===== src/rtl/warmboot_pkg.sv =====
// Shared types and limits for the SB_WARMBOOT sequencing controller.
package warmboot_pkg;
  localparam int WB_IMG_W      = 2;
  localparam int WB_MAX_IMAGES = 4;

  typedef enum logic [1:0] {
    IDLE  = 2'd0,
    SETUP = 2'd1,
    FIRE  = 2'd2
  } wb_state_t;
endpackage


===== src/rtl/wb_debounce.sv =====
// Two-flop synchronizer, consecutive-sample debouncer and rising-edge pulse
// for one raw push-button.
module wb_debounce #(
  parameter int DEBOUNCE_CYCLES = 120000
) (
  input  logic clk,
  input  logic rst_n,
  input  logic raw,
  output logic level,
  output logic rise
);
  localparam int CW = $clog2(DEBOUNCE_CYCLES + 1);
  localparam logic [CW-1:0] CNT_LAST = CW'(DEBOUNCE_CYCLES - 1);

  logic          sync1_r;
  logic          sync2_r;
  logic          level_r;
  logic          rise_r;
  logic [CW-1:0] cnt_r;

  // Synchronize, count consecutive differing samples, flip level and pulse on rise
  always_ff @(posedge clk or negedge rst_n) begin
    if (!rst_n) begin
      sync1_r <= 1'b0;
      sync2_r <= 1'b0;
      level_r <= 1'b0;
      rise_r  <= 1'b0;
      cnt_r   <= {CW{1'b0}};
    end else begin
      sync1_r <= raw;
      sync2_r <= sync1_r;
      rise_r  <= 1'b0;
      if (sync2_r == level_r) begin
        cnt_r <= {CW{1'b0}};
      end else if (cnt_r == CNT_LAST) begin
        // the DEBOUNCE_CYCLES-th differing sample is being taken now
        level_r <= sync2_r;
        rise_r  <= sync2_r;
        cnt_r   <= {CW{1'b0}};
      end else begin
        cnt_r <= cnt_r + CW'(1);
      end
    end
  end

  assign level = level_r;
  assign rise  = rise_r;
endmodule


===== src/rtl/warmboot_ctrl.sv =====
// Image selection and safe S1/S0 -> BOOT sequencing for the SB_WARMBOOT core.
// wb_s is frozen once a boot is taken; FIRE is left only through reset.
module warmboot_ctrl
  import warmboot_pkg::*;
#(
  parameter int DEBOUNCE_CYCLES = 120000,
  parameter int SETUP_CYCLES    = 16,
  parameter int NUM_IMAGES      = 4
) (
  input  logic                clk,
  input  logic                rst_n,
  input  logic                btn_next,
  input  logic                btn_boot,
  input  logic                req_valid,
  input  logic [WB_IMG_W-1:0] req_image,
  output logic                req_ready,
  output logic                req_err,
  output logic [WB_IMG_W-1:0] image,
  output logic                busy,
  output logic [WB_IMG_W-1:0] wb_s,
  output logic                wb_boot
);
  localparam int SW = $clog2(SETUP_CYCLES + 1);
  localparam logic [SW-1:0]       SETUP_LOAD = SW'(SETUP_CYCLES - 1);
  localparam logic [WB_IMG_W-1:0] LAST_IMG   = WB_IMG_W'(NUM_IMAGES - 1);
  localparam logic [WB_IMG_W:0]   NUM_IMG_X  = (WB_IMG_W + 1)'(NUM_IMAGES);

  wb_state_t           state_r;
  logic [WB_IMG_W-1:0] image_r;
  logic [WB_IMG_W-1:0] wb_s_r;
  logic                wb_boot_r;
  logic                req_err_r;
  logic                busy_r;
  logic                req_ready_r;
  logic [SW-1:0]       setup_cnt_r;

  logic                next_p_s;
  logic                boot_p_s;
  logic                next_lvl_s;
  logic                boot_lvl_s;
  logic                unused_lvl_s;
  logic                req_ok_s;
  logic [WB_IMG_W-1:0] image_inc_s;

  wb_debounce #(.DEBOUNCE_CYCLES(DEBOUNCE_CYCLES)) u_db_next (
    .clk   (clk),
    .rst_n (rst_n),
    .raw   (btn_next),
    .level (next_lvl_s),
    .rise  (next_p_s)
  );

  wb_debounce #(.DEBOUNCE_CYCLES(DEBOUNCE_CYCLES)) u_db_boot (
    .clk   (clk),
    .rst_n (rst_n),
    .raw   (btn_boot),
    .level (boot_lvl_s),
    .rise  (boot_p_s)
  );

  assign unused_lvl_s = next_lvl_s & boot_lvl_s;
  assign req_ok_s     = ({1'b0, req_image} < NUM_IMG_X);
  assign image_inc_s  = (image_r == LAST_IMG) ? {WB_IMG_W{1'b0}} : image_r + WB_IMG_W'(1);

  // Boot sequencer: prioritised IDLE events, setup countdown, terminal FIRE
  always_ff @(posedge clk or negedge rst_n) begin
    if (!rst_n) begin
      state_r     <= IDLE;
      image_r     <= {WB_IMG_W{1'b0}};
      wb_s_r      <= {WB_IMG_W{1'b0}};
      wb_boot_r   <= 1'b0;
      req_err_r   <= 1'b0;
      busy_r      <= 1'b0;
      req_ready_r <= 1'b1;
      setup_cnt_r <= {SW{1'b0}};
    end else begin
      req_err_r <= 1'b0;
      case (state_r)
        IDLE: begin
          wb_s_r <= image_r;
          if (req_valid && req_ok_s) begin
            image_r     <= req_image;
            wb_s_r      <= req_image;
            state_r     <= SETUP;
            setup_cnt_r <= SETUP_LOAD;
            busy_r      <= 1'b1;
            req_ready_r <= 1'b0;
          end else if (req_valid) begin
            req_err_r <= 1'b1;
          end else if (boot_p_s) begin
            state_r     <= SETUP;
            setup_cnt_r <= SETUP_LOAD;
            busy_r      <= 1'b1;
            req_ready_r <= 1'b0;
          end else if (next_p_s) begin
            image_r <= image_inc_s;
          end else begin
            image_r <= image_r;
          end
        end
        SETUP: begin
          if (setup_cnt_r == {SW{1'b0}}) begin
            state_r   <= FIRE;
            wb_boot_r <= 1'b1;
          end else begin
            setup_cnt_r <= setup_cnt_r - SW'(1);
          end
        end
        FIRE: begin
          wb_boot_r <= 1'b1;
        end
        default: begin
          // unreachable encoding: fall back to a quiet IDLE without booting
          state_r     <= IDLE;
          wb_boot_r   <= 1'b0;
          busy_r      <= 1'b0;
          req_ready_r <= 1'b1;
        end
      endcase
    end
  end

  assign req_ready = req_ready_r;
  assign req_err   = req_err_r;
  assign image     = image_r;
  assign busy      = busy_r;
  assign wb_s      = wb_s_r;
  assign wb_boot   = wb_boot_r;
endmodule


===== config.mk =====
export PLATFORM = sky130hd
export DESIGN_NAME = warmboot_ctrl
export DESIGN_NICKNAME = d
export VERILOG_FILES = /design/src/rtl/warmboot_pkg.sv /design/src/rtl/wb_debounce.sv /design/src/rtl/warmboot_ctrl.sv
export SDC_FILE = /design/constraint.sdc
export NUM_CORES = 1
export LEC_CHECK = 0
export ABC_CLOCK_PERIOD_IN_PS = 2400
export CAP_MARGIN = 20
export CORE_MARGIN = 4
export CORE_UTILIZATION = 45
export DETAILED_ROUTE_END_ITERATION = 12
export SYNTH_ARGS = -nofsm -noshare
export SYNTH_HDL_FRONTEND = slang
export SYNTH_SLANG_ARGS = --single-unit

===== constraint.sdc =====
create_clock -name clk -period 2.4 [get_ports clk]
set_input_delay 0.72 -clock clk [delete_from_list [all_inputs] [get_ports clk]]
set_output_delay 0.72 -clock clk [all_outputs]
set_load 0.005 [all_outputs]

==> impl_metrics.yaml <==
sta:
  max_freq_ghz: 0.484
  slew_violations: 0
  rsz0062_at_grt: "false"
  worst_slack_ps: 333
  setup_viol: 0
  post-route-min-period_ps: 2070
  hold_violations: 0
  skew_ps: 11.0
  fin_crit_sh_pct: 86.1
  timing.setup.tns_ps: 0
synthesis:
  synth_seq_area_share_pct: 51.1
  yosys_register_bits: 56
  async_flop_share_pct: 100
  synth_fp_nets: 288
  yosys_warnings: 0
  synth_area_per_cell_um2: 10.1
  synth_ff_type: "dfrtp_1"
  synth-edff-count: 0
  syn-cell-area_um2: 2750
  synth.distinct_cells: 46
  syn_inst: 273
setup_path:
  rrSetupSlack_ps: 440
  cp_num_buf_inv: 1
  arrival_ps: 1350
  reg2reg_depth: 5
  crit_path_end_kind: "output pin"
  startpoint: "req_ready"
  required_ps: 1680
  crit_end: "req_ready"
  critPathMaxStageDelay_ps: 540
  crit_cells: 1
  critPathKind: "reg -> out"
  slowest_stage: "dfstp_2"
  r2r_end: "wb_boot"
  cp_top_family: "flip-flops"
  timing.rr.start: "setup_cnt_r[0]"
  critPathMaxFanout: 2
  cp-start-kind: "register"
  crit_path_cell_trace: "clkdlybuf4s50_1"
placed_design:
  dp_slack_ps: 319
  dp.cells: 355
  numPortBuffers: 13
  place_hpwl_mm: 3.44
  gp_congestion: 0.756
global_route:
  grt.total_usage_pct: 15.2
  grt_max_degree: 38
  antenna_found_initial: 0
  grt_first_pass_wirelength_mm: 9.07
  grt_pass1_vias: 1980
  grt.overflow.total: 0
floorplanning:
  die-area_um2: 7410
  io_pins: 15
  start_util_pct: 46.4
  placementRows: 28
  core-area_um2: 5920
  die_w_um: 86.1
  die_y_um: 86.1
detailed_routing:
  totalWireLength_mm: 4.92
  avgRoutedWirePerCell_um: 13.6
  drt_iter0_markers: 110
  drt-vias-per-instance: 5.48
  first_pass_iters: 4
  drc: 0
  detail-route-antenna-nets: 0
  vias: 1990
cts:
  htreeDepth: 2
  ctsHoldBuffers: 0
  cts_setup_buffers: 0
  cts_buffer_depth: 2
  numClockSinks: 56
  clkTransAtPathRegs_ps: 110
  clk_latency_ps: 310
  cts_made_buffers: 5
  cts_resized: 0
  cts-root-buf: "clkbuf_8"
  tritoncts: "yes"
power_and_ir_drop:
  irDropWorstVdd_mv: 0.421
  p_per_area_nw_per_um2: 746
  p_leak_nw: 1.26
  total_power_mw: 2.29
min_path:
  hold_class: "in -> async"
finish:
  drive_gt1_share_pct: 7.99
  nNetsFinal: 302
  n_antenna_cell: 0
  stdcell_count: 363
  synthToLayoutAreaGrowth_pct: 11.8
flow_run:
  cap_violations: 0
status:
  status: "completed"
## worst register-to-register path: stages (launching register included)
cell     delay [ps]
dfrtp_1         430
inv_1            90
ha_1            190
or4b_1          600
a21oi_1         220
mux2_1          330
## logic make-up (layout without fill, tap and decap cells)
family	count (synthesis)	in the layout	synth area share, %
buf+inv	17	32	2.83
compound gates	34	34	7.93
fa+ha+maj	8	8	3.65
xor+xnor	27	27	8.61
other cells	1	1	0.137
flops	56	56	51.1
mux	6	6	2.37
simple gates	124	124	23.4
## layout make-up
type | instances | area [um^2]
fillers | 569 | 2850
flip-flops and latches | 56 | 1400
multi-input cells | 200 | 1260
repair buffers | 16 | 160
well taps | 75 | 93.8
clock buffers | 5 | 68.8
clock inverters | 3 | 47.5
inverters | 8 | 30.0
## routing by layer
layer,wire length (um),global-route usage (%)
met5,0,0
met3,169,3.46
met1,2410,20.1
met4,67,5.18
met2,2270,24.5
## power breakdown
group / total (mW) / leakage, nW / internal (mW) / switching, mW
Clock: 0.637 / 0.0583 / 0.315 / 0.322
Sequential: 1.13 / 0.733 / 1.05 / 0.0787
Combinational: 0.522 / 0.466 / 0.272 / 0.250
## worst min path at each step
stage	from	to	slack, ps
2_1_floorplan	u_db_boot.sync1_r	u_db_boot.sync2_r	330
3_3_place_gp	u_db_next.sync1_r	u_db_next.sync2_r	330
3_5_place_dp	u_db_next.sync1_r	u_db_next.sync2_r	340
4_1_cts	rst_n	setup_cnt_r[4]	360
5_1_grt	u_db_next.sync1_r	u_db_next.sync2_r	380
6_report	rst_n	setup_cnt_r[4]	350
## synth_stat cells, types with 4 or more instances
| library cell | count | share of area, % |
|---|---|---|
| a21oi_1 | 8 | 1.5 |
| nand2_1 | 23 | 3.1 |
| xnor2_1 | 20 | 6.4 |
| nor3_1 | 10 | 1.8 |
| clkbuf_1 | 4 | 0.55 |
| nor4_1 | 7 | 1.6 |
| nand3_1 | 12 | 2.2 |
| dfrtp_1 | 55 | 50 |
| nor2_1 | 40 | 5.5 |
| ha_1 | 8 | 3.6 |
| xor2_1 | 7 | 2.2 |
| nand4_1 | 9 | 2.1 |
| o21ai_0 | 9 | 1.6 |
| or3_1 | 4 | 0.91 |
| inv_1 | 8 | 1.1 |
## flip-flops by register name, indices dropped and copies added, names as in the netlist, 2 cells and up
| name | count |
|---|---|
| u_db_boot.cnt_r | 17 |
| state_r | 2 |
| setup_cnt_r | 5 |
| u_db_next.cnt_r | 17 |
| image | 2 |
| wb_s | 2 |
## layout by cell type, fill, tap and decap left out, drive strengths merged, types with 3 or more instances in the layout
| master | netlist | layout |
|---|---|---|
| a21oi | 9 | 9 |
| a31oi | 3 | 3 |
| buf | 5 | 4 |
| clkbuf | 4 | 5 |
| clkdlybuf4s50 | 0 | 12 |
| dfrtp | 55 | 55 |
| ha | 8 | 8 |
| inv | 8 | 8 |
| mux2 | 4 | 4 |
| nand2 | 23 | 23 |
| nand2b | 3 | 3 |
| nand3 | 14 | 14 |
| nand4 | 10 | 10 |
| nor2 | 40 | 40 |
| nor3 | 10 | 10 |
| nor4 | 7 | 7 |
| o21ai | 9 | 9 |
| or3 | 5 | 5 |
| xnor2 | 20 | 20 |
| xor2 | 7 | 7 |
## through the flow
step / util (%) / cell area, um^2 / hold slack [ps]
4_1_cts: 51.8 / 3070 / 361
3_3_place_gp: 49.9 / 2950 / 332
2_1_floorplan: - / 2750 / 331
3_5_place_dp: 49.9 / 2950 / 343
6_report: 51.8 / 3070 / 348
5_1_grt: 51.8 / 3070 / 385
(Power assumes the default switching activity.)
